### src/rtl/eth_tx_frame_arbiter.sv
// eth_tx_frame_arbiter
// Frame-atomic two-source arbiter feeding a single TX FIFO write port.
// A source owns the FIFO from its first beat to its last. The final beat is
// written with eod=1. Frames longer than MAX_FRAME_LEN are cut at the limit,
// and the rest of the frame is drained and discarded. GAP_CYCLES idle cycles
// separate consecutive frames.
// Build option: define ARB_FIXED_PRIO_EN to make source 0 win every IDLE
// arbitration in which it is valid. The default build is round-robin.
module eth_tx_frame_arbiter #(
  parameter int DATA_WIDTH    = 8,
  parameter int MAX_FRAME_LEN = 1518,
  parameter int GAP_CYCLES    = 2,
  parameter int LEN_WIDTH     = 11
) (
  input  logic                  clk,
  input  logic                  rst,
  input  logic [DATA_WIDTH-1:0] s0_data,
  input  logic                  s0_valid,
  input  logic                  s0_last,
  output logic                  s0_ready,
  input  logic [DATA_WIDTH-1:0] s1_data,
  input  logic                  s1_valid,
  input  logic                  s1_last,
  output logic                  s1_ready,
  output logic [DATA_WIDTH:0]   fifo_din,
  output logic                  fifo_wen,
  input  logic                  fifo_full,
  input  logic                  fifo_afull,
  output logic [1:0]            grant,
  output logic                  busy,
  output logic                  trunc_pulse,
  output logic                  ovf_err
);

  localparam logic [1:0] ST_IDLE  = 2'd0;
  localparam logic [1:0] ST_XFER  = 2'd1;
  localparam logic [1:0] ST_DRAIN = 2'd2;
  localparam logic [1:0] ST_GAP   = 2'd3;

  localparam int                   GAP_W     = $clog2(GAP_CYCLES) + 1;
  localparam logic [LEN_WIDTH-1:0] LAST_BEAT = LEN_WIDTH'(MAX_FRAME_LEN - 1);
  localparam logic [GAP_W-1:0]     GAP_END   = GAP_W'(GAP_CYCLES - 1);

  logic [1:0]            state;
  logic [LEN_WIDTH-1:0]  beat_cnt;
  logic [GAP_W-1:0]      gap_cnt;

  logic                  owner;      // 0 = source 0, 1 = source 1
  logic [DATA_WIDTH-1:0] cur_data;
  logic                  cur_valid;
  logic                  cur_last;
  logic                  cur_ready;
  logic                  accept;
  logic                  at_limit;
  logic                  xfer_open;
  logic                  req_any;
  logic                  win;        // IDLE winner: 0 = source 0, 1 = source 1

  // The owner is whichever grant bit is set. grant is 00 outside XFER/DRAIN,
  // and both readys are gated there, so the owner value does not matter then.
  assign owner     = grant[1];
  assign cur_data  = owner ? s1_data  : s0_data;
  assign cur_valid = owner ? s1_valid : s0_valid;
  assign cur_last  = owner ? s1_last  : s0_last;

  // XFER honours almost-full backpressure. DRAIN swallows beats unconditionally
  // because nothing is written to the FIFO.
  assign xfer_open = (state == ST_XFER) && !fifo_afull;
  assign s0_ready  = grant[0] && (xfer_open || (state == ST_DRAIN));
  assign s1_ready  = grant[1] && (xfer_open || (state == ST_DRAIN));
  assign cur_ready = owner ? s1_ready : s0_ready;
  assign accept    = cur_valid && cur_ready;

  // Beat number MAX_FRAME_LEN is being accepted when the count still shows one less.
  assign at_limit  = (beat_cnt == LAST_BEAT);
  assign busy      = (state != ST_IDLE);
  assign req_any   = s0_valid || s1_valid;

`ifdef ARB_FIXED_PRIO_EN
  // Fixed priority: source 0 wins whenever it is requesting.
  assign win = !s0_valid;
`else
  logic last_grant;

  // Round-robin: on a tie the source that did not own the previous frame wins.
  assign win = (s0_valid && s1_valid) ? !last_grant : s1_valid;

  // Record the owner when its frame ends. This covers both the normal end and the end of a drain.
  always_ff @(posedge clk or negedge rst) begin
    if (!rst)                   last_grant <= 1'b1;
    else if (accept && cur_last) last_grant <= owner;
  end
`endif

  // Frame FSM, beat/gap counters, registered FIFO write port and status flags.
  always_ff @(posedge clk or negedge rst) begin
    if (!rst) begin
      state       <= ST_IDLE;
      grant       <= 2'b00;
      beat_cnt    <= '0;
      gap_cnt     <= '0;
      fifo_din    <= '0;
      fifo_wen    <= 1'b0;
      trunc_pulse <= 1'b0;
      ovf_err     <= 1'b0;
    end else begin
      // NOTE: every register here is updated with <= so that all of them sample
      // the same pre-edge values. The single-cycle pulses default low first and
      // are raised only below.
      fifo_wen    <= 1'b0;
      trunc_pulse <= 1'b0;

      // A write presented while the FIFO reports full is still issued. It is flagged sticky.
      if (fifo_wen && fifo_full) ovf_err <= 1'b1;

      case (state)
        ST_IDLE: begin
          if (!fifo_afull && req_any) begin
            grant <= win ? 2'b10 : 2'b01;
            state <= ST_XFER;
          end
        end
        ST_XFER: begin
          if (accept) begin
            fifo_wen <= 1'b1;
            fifo_din <= {cur_last || at_limit, cur_data};
            if (cur_last) begin
              state    <= ST_GAP;
              grant    <= 2'b00;
              beat_cnt <= '0;
              gap_cnt  <= '0;
            end else if (at_limit) begin
              state       <= ST_DRAIN;
              trunc_pulse <= 1'b1;
              beat_cnt    <= beat_cnt + 1'b1;
            end else begin
              beat_cnt <= beat_cnt + 1'b1;
            end
          end
        end
        ST_DRAIN: begin
          if (accept && cur_last) begin
            state    <= ST_GAP;
            grant    <= 2'b00;
            beat_cnt <= '0;
            gap_cnt  <= '0;
          end
        end
        ST_GAP: begin
          if (gap_cnt == GAP_END) state   <= ST_IDLE;
          else                    gap_cnt <= gap_cnt + 1'b1;
        end
        default: state <= ST_IDLE;
      endcase
    end
  end

endmodule
### config.mk
export PLATFORM = sky130hd
export DESIGN_NAME = eth_tx_frame_arbiter
export DESIGN_NICKNAME = d
export VERILOG_FILES = /design/src/rtl/eth_tx_frame_arbiter.sv
export SDC_FILE = /design/constraint.sdc
export NUM_CORES = 1
export LEC_CHECK = 0
export BUFFER_PORTS_ARGS = -buffer_cell sky130_fd_sc_hd__buf_2
export CAP_MARGIN = 0
export CORE_UTILIZATION = 53
export CTS_CLUSTER_DIAMETER = 80
export DETAILED_ROUTE_END_ITERATION = 7
export PLACE_DENSITY = 0.79
export SYNTH_ARGS = -nofsm -noshare
export SYNTH_HDL_FRONTEND = slang
export SYNTH_SLANG_ARGS = --single-unit
### constraint.sdc
create_clock -name clk -period 2.5 [get_ports clk]
set_clock_uncertainty 0.15 [all_clocks]
set_input_delay 0.25 -clock clk [delete_from_list [all_inputs] [get_ports clk]]
set_output_delay 0.25 -clock clk [all_outputs]
set_load 0.02 [all_outputs]
# Word level (Yosys, flattened, before mapping)

Cells that the tools add are included.
Widths: inputs -> output; s select.

Bits in registers: 30
Latch bits: 0
RAM bits: 0
Bits in read-only memories: 0
Input port bits: 24
Output and inout bits: 17
Memories kept: 0

Add/sub/neg operators: 2
$mul: 0
Divide/modulo/power cells: 0
Magnitude comparators: 0
Equal/unequal tests: 12
Shift operators: 0
Muxes and demuxes: 30
Bitwise operators: 0
Reductions and logical operators: 23

Operators with widths:

| cell                  | number |
|---|---|
| $mux 11               | 3 |
| $mux 2                | 12 |
| $pmux 11 s2           | 1 |
| $reduce_and 5->1      | 3 |
| $pmux 2 s3            | 2 |
| $add 11x1->11 const B | 1 |
| $eq 11x11->1 const B  | 1 |
| $mux 1                | 10 |
| $ne 2x2->1 const B    | 5 |
| $logic_and 1x1->1     | 8 |
| $mux 8                | 1 |
| $pmux 2 s4            | 1 |
| $reduce_bool 3->1     | 2 |
| $eq 2x1->1 const B    | 2 |
| $eq 2x2->1 const B    | 2 |
| $reduce_bool 2->1     | 2 |
| $logic_or 1x1->1      | 3 |
| $ne 3x3->1 const B    | 1 |
| $reduce_and 3->1      | 1 |
| $add 2x1->2 const B   | 1 |
| $logic_not 1->1       | 2 |
| $logic_not 2->1       | 1 |
| $ne 2x1->1 const B    | 1 |
| $reduce_and 2->1      | 1 |

# Depth between registers and ports, before layout

Word-level depth: 9
Mapped depth: 9
Depth with buffers taken out: 7

# Worst setup path before layout

Ideal clock, no wire load.

Path kind: reg-to-reg
From: reg state[0]
To: reg grant[0]
Arrival: 1974 ps
Path slack: 251 ps
Stages on the path, launching flop included: 9
Path buffers: 1
Path through: dfrtp_1 inv_1 ha_1 clkbuf_1 inv_1 a211oi_2 o31ai_1 or3b_4 mux2_4

Cells in the longest elaborated chain, start to end: 9
Elaborated cells on any way between the ends: 17
Those cells by class: eq/ne (6); mux (2); reduce/logical (9)

Ends and longest elaborated chain:

| what                                        | RTL line | source |
|---|---|---|
| start: declaration                          | 44       | `logic [1:0] state;` |
| start signal: assignment                    | 98       | `state <= ST_IDLE;` |
| start signal: assignment                    | 120      | `state <= ST_XFER;` |
| start signal: assignment                    | 128      | `state <= ST_GAP;` |
| $eq 2x1->1                                  | 68, 116  |  |
| $logic_and 1x1->1                           | 68       | `assign xfer_open = (state == ST_XFER) && !fifo_afull;` |
| $logic_or 1x1->1                            | 69, 70   |  |
| $logic_and 1x1->1, on equally long branches | 69, 70   |  |
| $mux 1                                      | 71       | `assign cur_ready = owner ? s1_ready : s0_ready;` |
| $logic_and 1x1->1                           | 72       | `assign accept = cur_valid && cur_ready;` |
| $logic_and 1x1->1                           | 142      | `if (accept && cur_last) begin` |
| $ne 2x1->1 (no source line)                 | --       |  |
| $reduce_and 5->1 (no source line)           | --       |  |
| end signal: assignment                      | 119      | `grant <= win ? 2'b10 : 2'b01;` |
| end: declaration                            | 29       | `output logic [1:0] grant,` |

Several ways; a longest one is shown, not always the timed one.
A chain may end at the register's enable or synchronous reset.

# Worst setup path in the final report

From: reg state[0]
To: reg state[1]

Cells in the longest elaborated chain, start to end: 9
Elaborated cells on any way between the ends: 18
Those cells by class: eq/ne (8); mux (2); reduce/logical (8)

Ends and longest elaborated chain:

| what                                        | RTL line |
|---|---|
| $eq 2x1->1                                  | 68, 116 |
| $logic_and 1x1->1                           | 68 |
| $logic_or 1x1->1                            | 69, 70 |
| $logic_and 1x1->1, on equally long branches | 69, 70 |
| $mux 1                                      | 71 |
| $logic_and 1x1->1                           | 72 |
| $logic_and 1x1->1                           | 142 |
| $ne 2x1->1 (no source line)                 | -- |
| $reduce_and 5->1 (no source line)           | -- |

Several ways; a longest one is shown, not always the timed one.

==> impl_metrics.env <==
export IMPL_wl_met1_um=1740
export IMPL_fin_area_mm2=0.00204
export IMPL_wl_um=4020
export IMPL_cp_arrival_ps=2410
export IMPL_power_density_mw_per_mm2=1040
export IMPL_areaGrowthSynthToFinish_pct=20.3
export IMPL_dr_max_layer_used="met4"
export IMPL_cts_made_buffers=5
export IMPL_path_clk_slew_ps=110
export IMPL_die_y_um=58.5
export IMPL_final_layout_size_suffix_gt1_share_pct=25.9
export IMPL_syn_avg_cell_area_um2=9.52
export IMPL_crit_type="reg2reg"
export IMPL_clockRootBuffer="clkbuf_4"
export IMPL_fin_hold_ws_ps=41.9
export IMPL_wl_met2_um=1900
export IMPL_slowest_delay_ps=420
export IMPL_drt_pass1_iterations=4
export IMPL_critical_path_peak_fanout=10
export IMPL_crit_chain="inv_1, ha_2, inv_1, a211oi_2, o31ai_1, nor3b_1, mux2_2"
export IMPL_die_area_mm2=0.00343
export IMPL_cts_tree="yes"
export IMPL_synth_seq_cells=30
export IMPL_vias=1600
export IMPL_min_period_over_period_pct=93.3
export IMPL_place_area_mm2=0.00195
export IMPL_path_buf_inv=2
export IMPL_antenna_cells=0
export IMPL_status="complete, no violations"
export IMPL_maxCapViolations=0
export IMPL_period_needed_ps=2330
export IMPL_ys_types=41
export IMPL_grt_use_total_pct=26.3
export IMPL_slew_headroom_pct=57.3
export IMPL_ir_drop_mv=0.655
export IMPL_rsz0062_at_grt="false"
export IMPL_vias_per_cell=5.88
export IMPL_fin_tns_setup_ps=0
export IMPL_start_util_pct=55.5
export IMPL_maxSlewViolCount=0
export IMPL_fill_cells=259
export IMPL_core_rowCount=20
export IMPL_tightest_slew_ps=641
export IMPL_grt_max_degree=31
export IMPL_final_antenna_net_count=0
export IMPL_dieWidth_um=58.5
export IMPL_synth_nets=210
export IMPL_core_mm2=0.00305
export IMPL_fmax_mhz=429
export IMPL_grt_pass1_wl_um=6680
export IMPL_clock_latency_ps=340
export IMPL_grt_pass1_vias=1522
export IMPL_htree_levels=2
export IMPL_ios=41
export IMPL_ys_warn_count=0
export IMPL_crit_path_end_kind="flop"
export IMPL_overflow=0
export IMPL_crit_family="flip-flops"
export IMPL_cp_common_cell="inv_1"
export IMPL_setup_violations=0
export IMPL_place_gp_congestion=0.821
export IMPL_power_leakage_uw=0.000962
export IMPL_final_nets=259
export IMPL_drt_initial_drc_count=67
export IMPL_portBuffers=40
export IMPL_startpoint_type="flop"
export IMPL_hold_class="in2reg"
export IMPL_post_dp_hpwl_um=2920
export IMPL_synth_area_mm2=0.00169
export IMPL_drc=0
export IMPL_wl_per_cell_um=14.8
export IMPL_hold_violations=0
export IMPL_dr_wl_met3_um=275
export IMPL_slowest_stage="dfrtp_1"
export IMPL_clockBufferDepth=2
export IMPL_fin_util_pct=66.8
export IMPL_grt_antenna_before_repair=0
export IMPL_ys_seq_area_share_pct=44.4
export IMPL_cts_sinks=30
export IMPL_netlist_instances=178
export IMPL_worstPathRequired_ps=2570
what timing repair did:
| item | 4_1_cts | 5_1_grt |
|---|---|---|
| hold buffers | 3 | 0 |
| endpoints found under the hold margin | 31 | 0 |
| gates resized for setup | 0 | 1 |
| setup buffers | 0 | 0 |
| setup endpoints to repair | 0 | 2 |
cell usage in the layout (no fill, tap or decap), types with 3 or more instances in the layout:
master	count
dfrtp_1	29
buf_4	3
a21o_1	3
dlygate4sd3_1	3
buf_2	40
clkbuf_4	5
mux2i_1	9
nand4_1	4
nand3_1	4
o21ai_0	27
ha_1	7
nand2_1	23
a21oi_1	4
nor2_1	16
inv_1	8
o41ai_1	4
per-layer routing:
metal	GRT usage, %	up-vias
met3	7.47	16
li1	-	745
met5	0	-
met4	12.2	0
met2	44.5	76
met1	31.0	763
per-stage QoR:
stage	setup slack, ps	cells	power, uW
4_1_cts	120	272	2100
6_report	167	272	2120
3_5_place_dp	148	261	1790
5_1_grt	80.4	272	2260
2_1_floorplan	251	178	1490
3_3_place_gp	281	261	1710
final cells by class:
cell class / instances / area (um^2) / area share, %
Clock buffer: 7 / 55.1 / 2.70
Clock inverter: 1 / 5.00 / 0.246
Inverter: 8 / 30.0 / 1.47
Multi-Input combinational cell: 136 / 888 / 43.6
Sequential cell: 30 / 752 / 36.9
Tap cell: 44 / 55.1 / 2.70
Timing Repair Buffer: 46 / 253 / 12.4
worst register-to-register path: stages, from the launching register on:
cell and delay, ps:
dfrtp_1 420, inv_1 140, ha_2 310, inv_1 110, a211oi_2 180, o31ai_1 160
nor3b_1 360, mux2_2 390
state kept, by name, indices dropped and copies added (netlist names):
signal,cells
beat_cnt,11
grant,2
fifo_wen,1
trunc_pulse,1
state,2
gap_cnt,2
ovf_err,1
fifo_din,9
last_grant,1
where the power goes:
part           internal, uW  total (uW)  switching [uW]
sequential              635         753             119
combinational           426        1050             626
clock                   136         313             177
cell families after synthesis:
kind of cell | count (synthesis) | share of synthesized area [%]
buf+inv | 12 | 3.32
simple gates | 63 | 18.2
mux | 13 | 8.86
fa+ha+maj | 8 | 5.91
flops | 30 | 44.4
compound gates | 52 | 19.3
worst paths after layout:
kind,start,to,slack [ps],cells after the start
setup reg to reg,state[0],state[1],170,7
setup / recovery,state[0],state[1],170,7
hold / removal,s0_data[7],fifo_din[7],40,3
hold reg to reg,ovf_err,ovf_err,310,1
min in group asynchronous,rst,grant[0],300,2
max in group asynchronous,rst,beat_cnt[10],1450,2
Yosys cell counts:
library cell / instances / share of area [%]
dfrtp_1: 29 / 43
o21ai_0: 27 / 8.0
nand2_1: 23 / 5.1
nor2_1: 16 / 3.5
mux2i_1: 9 / 5.3
ha_1: 8 / 5.9
inv_1: 8 / 1.8
a21oi_1: 4 / 1.2
nand3_1: 4 / 1.2
nand4_1: 4 / 1.5
o41ai_1: 4 / 2.1
a21o_1: 3 / 1.3
a211oi_2: 2 / 1.5
a31oi_1: 2 / 0.74
and3b_1: 2 / 1.0
clkbuf_1: 2 / 0.44
mux2_2: 2 / 1.3
nand3b_1: 2 / 0.89
nor2b_1: 2 / 0.74
nor3_1: 2 / 0.59
o21a_1: 2 / 0.89
o31ai_1: 2 / 0.89
a211oi_1: 1 / 0.44
a22oi_1: 1 / 0.44
a2bb2oi_1: 1 / 0.52
and2_1: 1 / 0.37
buf_4: 1 / 0.44
buf_6: 1 / 0.66
dfstp_2: 1 / 1.6
mux2_4: 1 / 0.89
mux2i_4: 1 / 1.3
nand2b_1: 1 / 0.37
nand4b_1: 1 / 0.52
nor3b_1: 1 / 0.44
nor4_1: 1 / 0.37
nor4b_1: 1 / 0.52
o2111ai_1: 1 / 0.52
o22ai_1: 1 / 0.37
o311ai_0: 1 / 0.52
or3_1: 1 / 0.37
or3b_4: 1 / 0.66
Note: power is estimated with default switching activity, not from simulation.
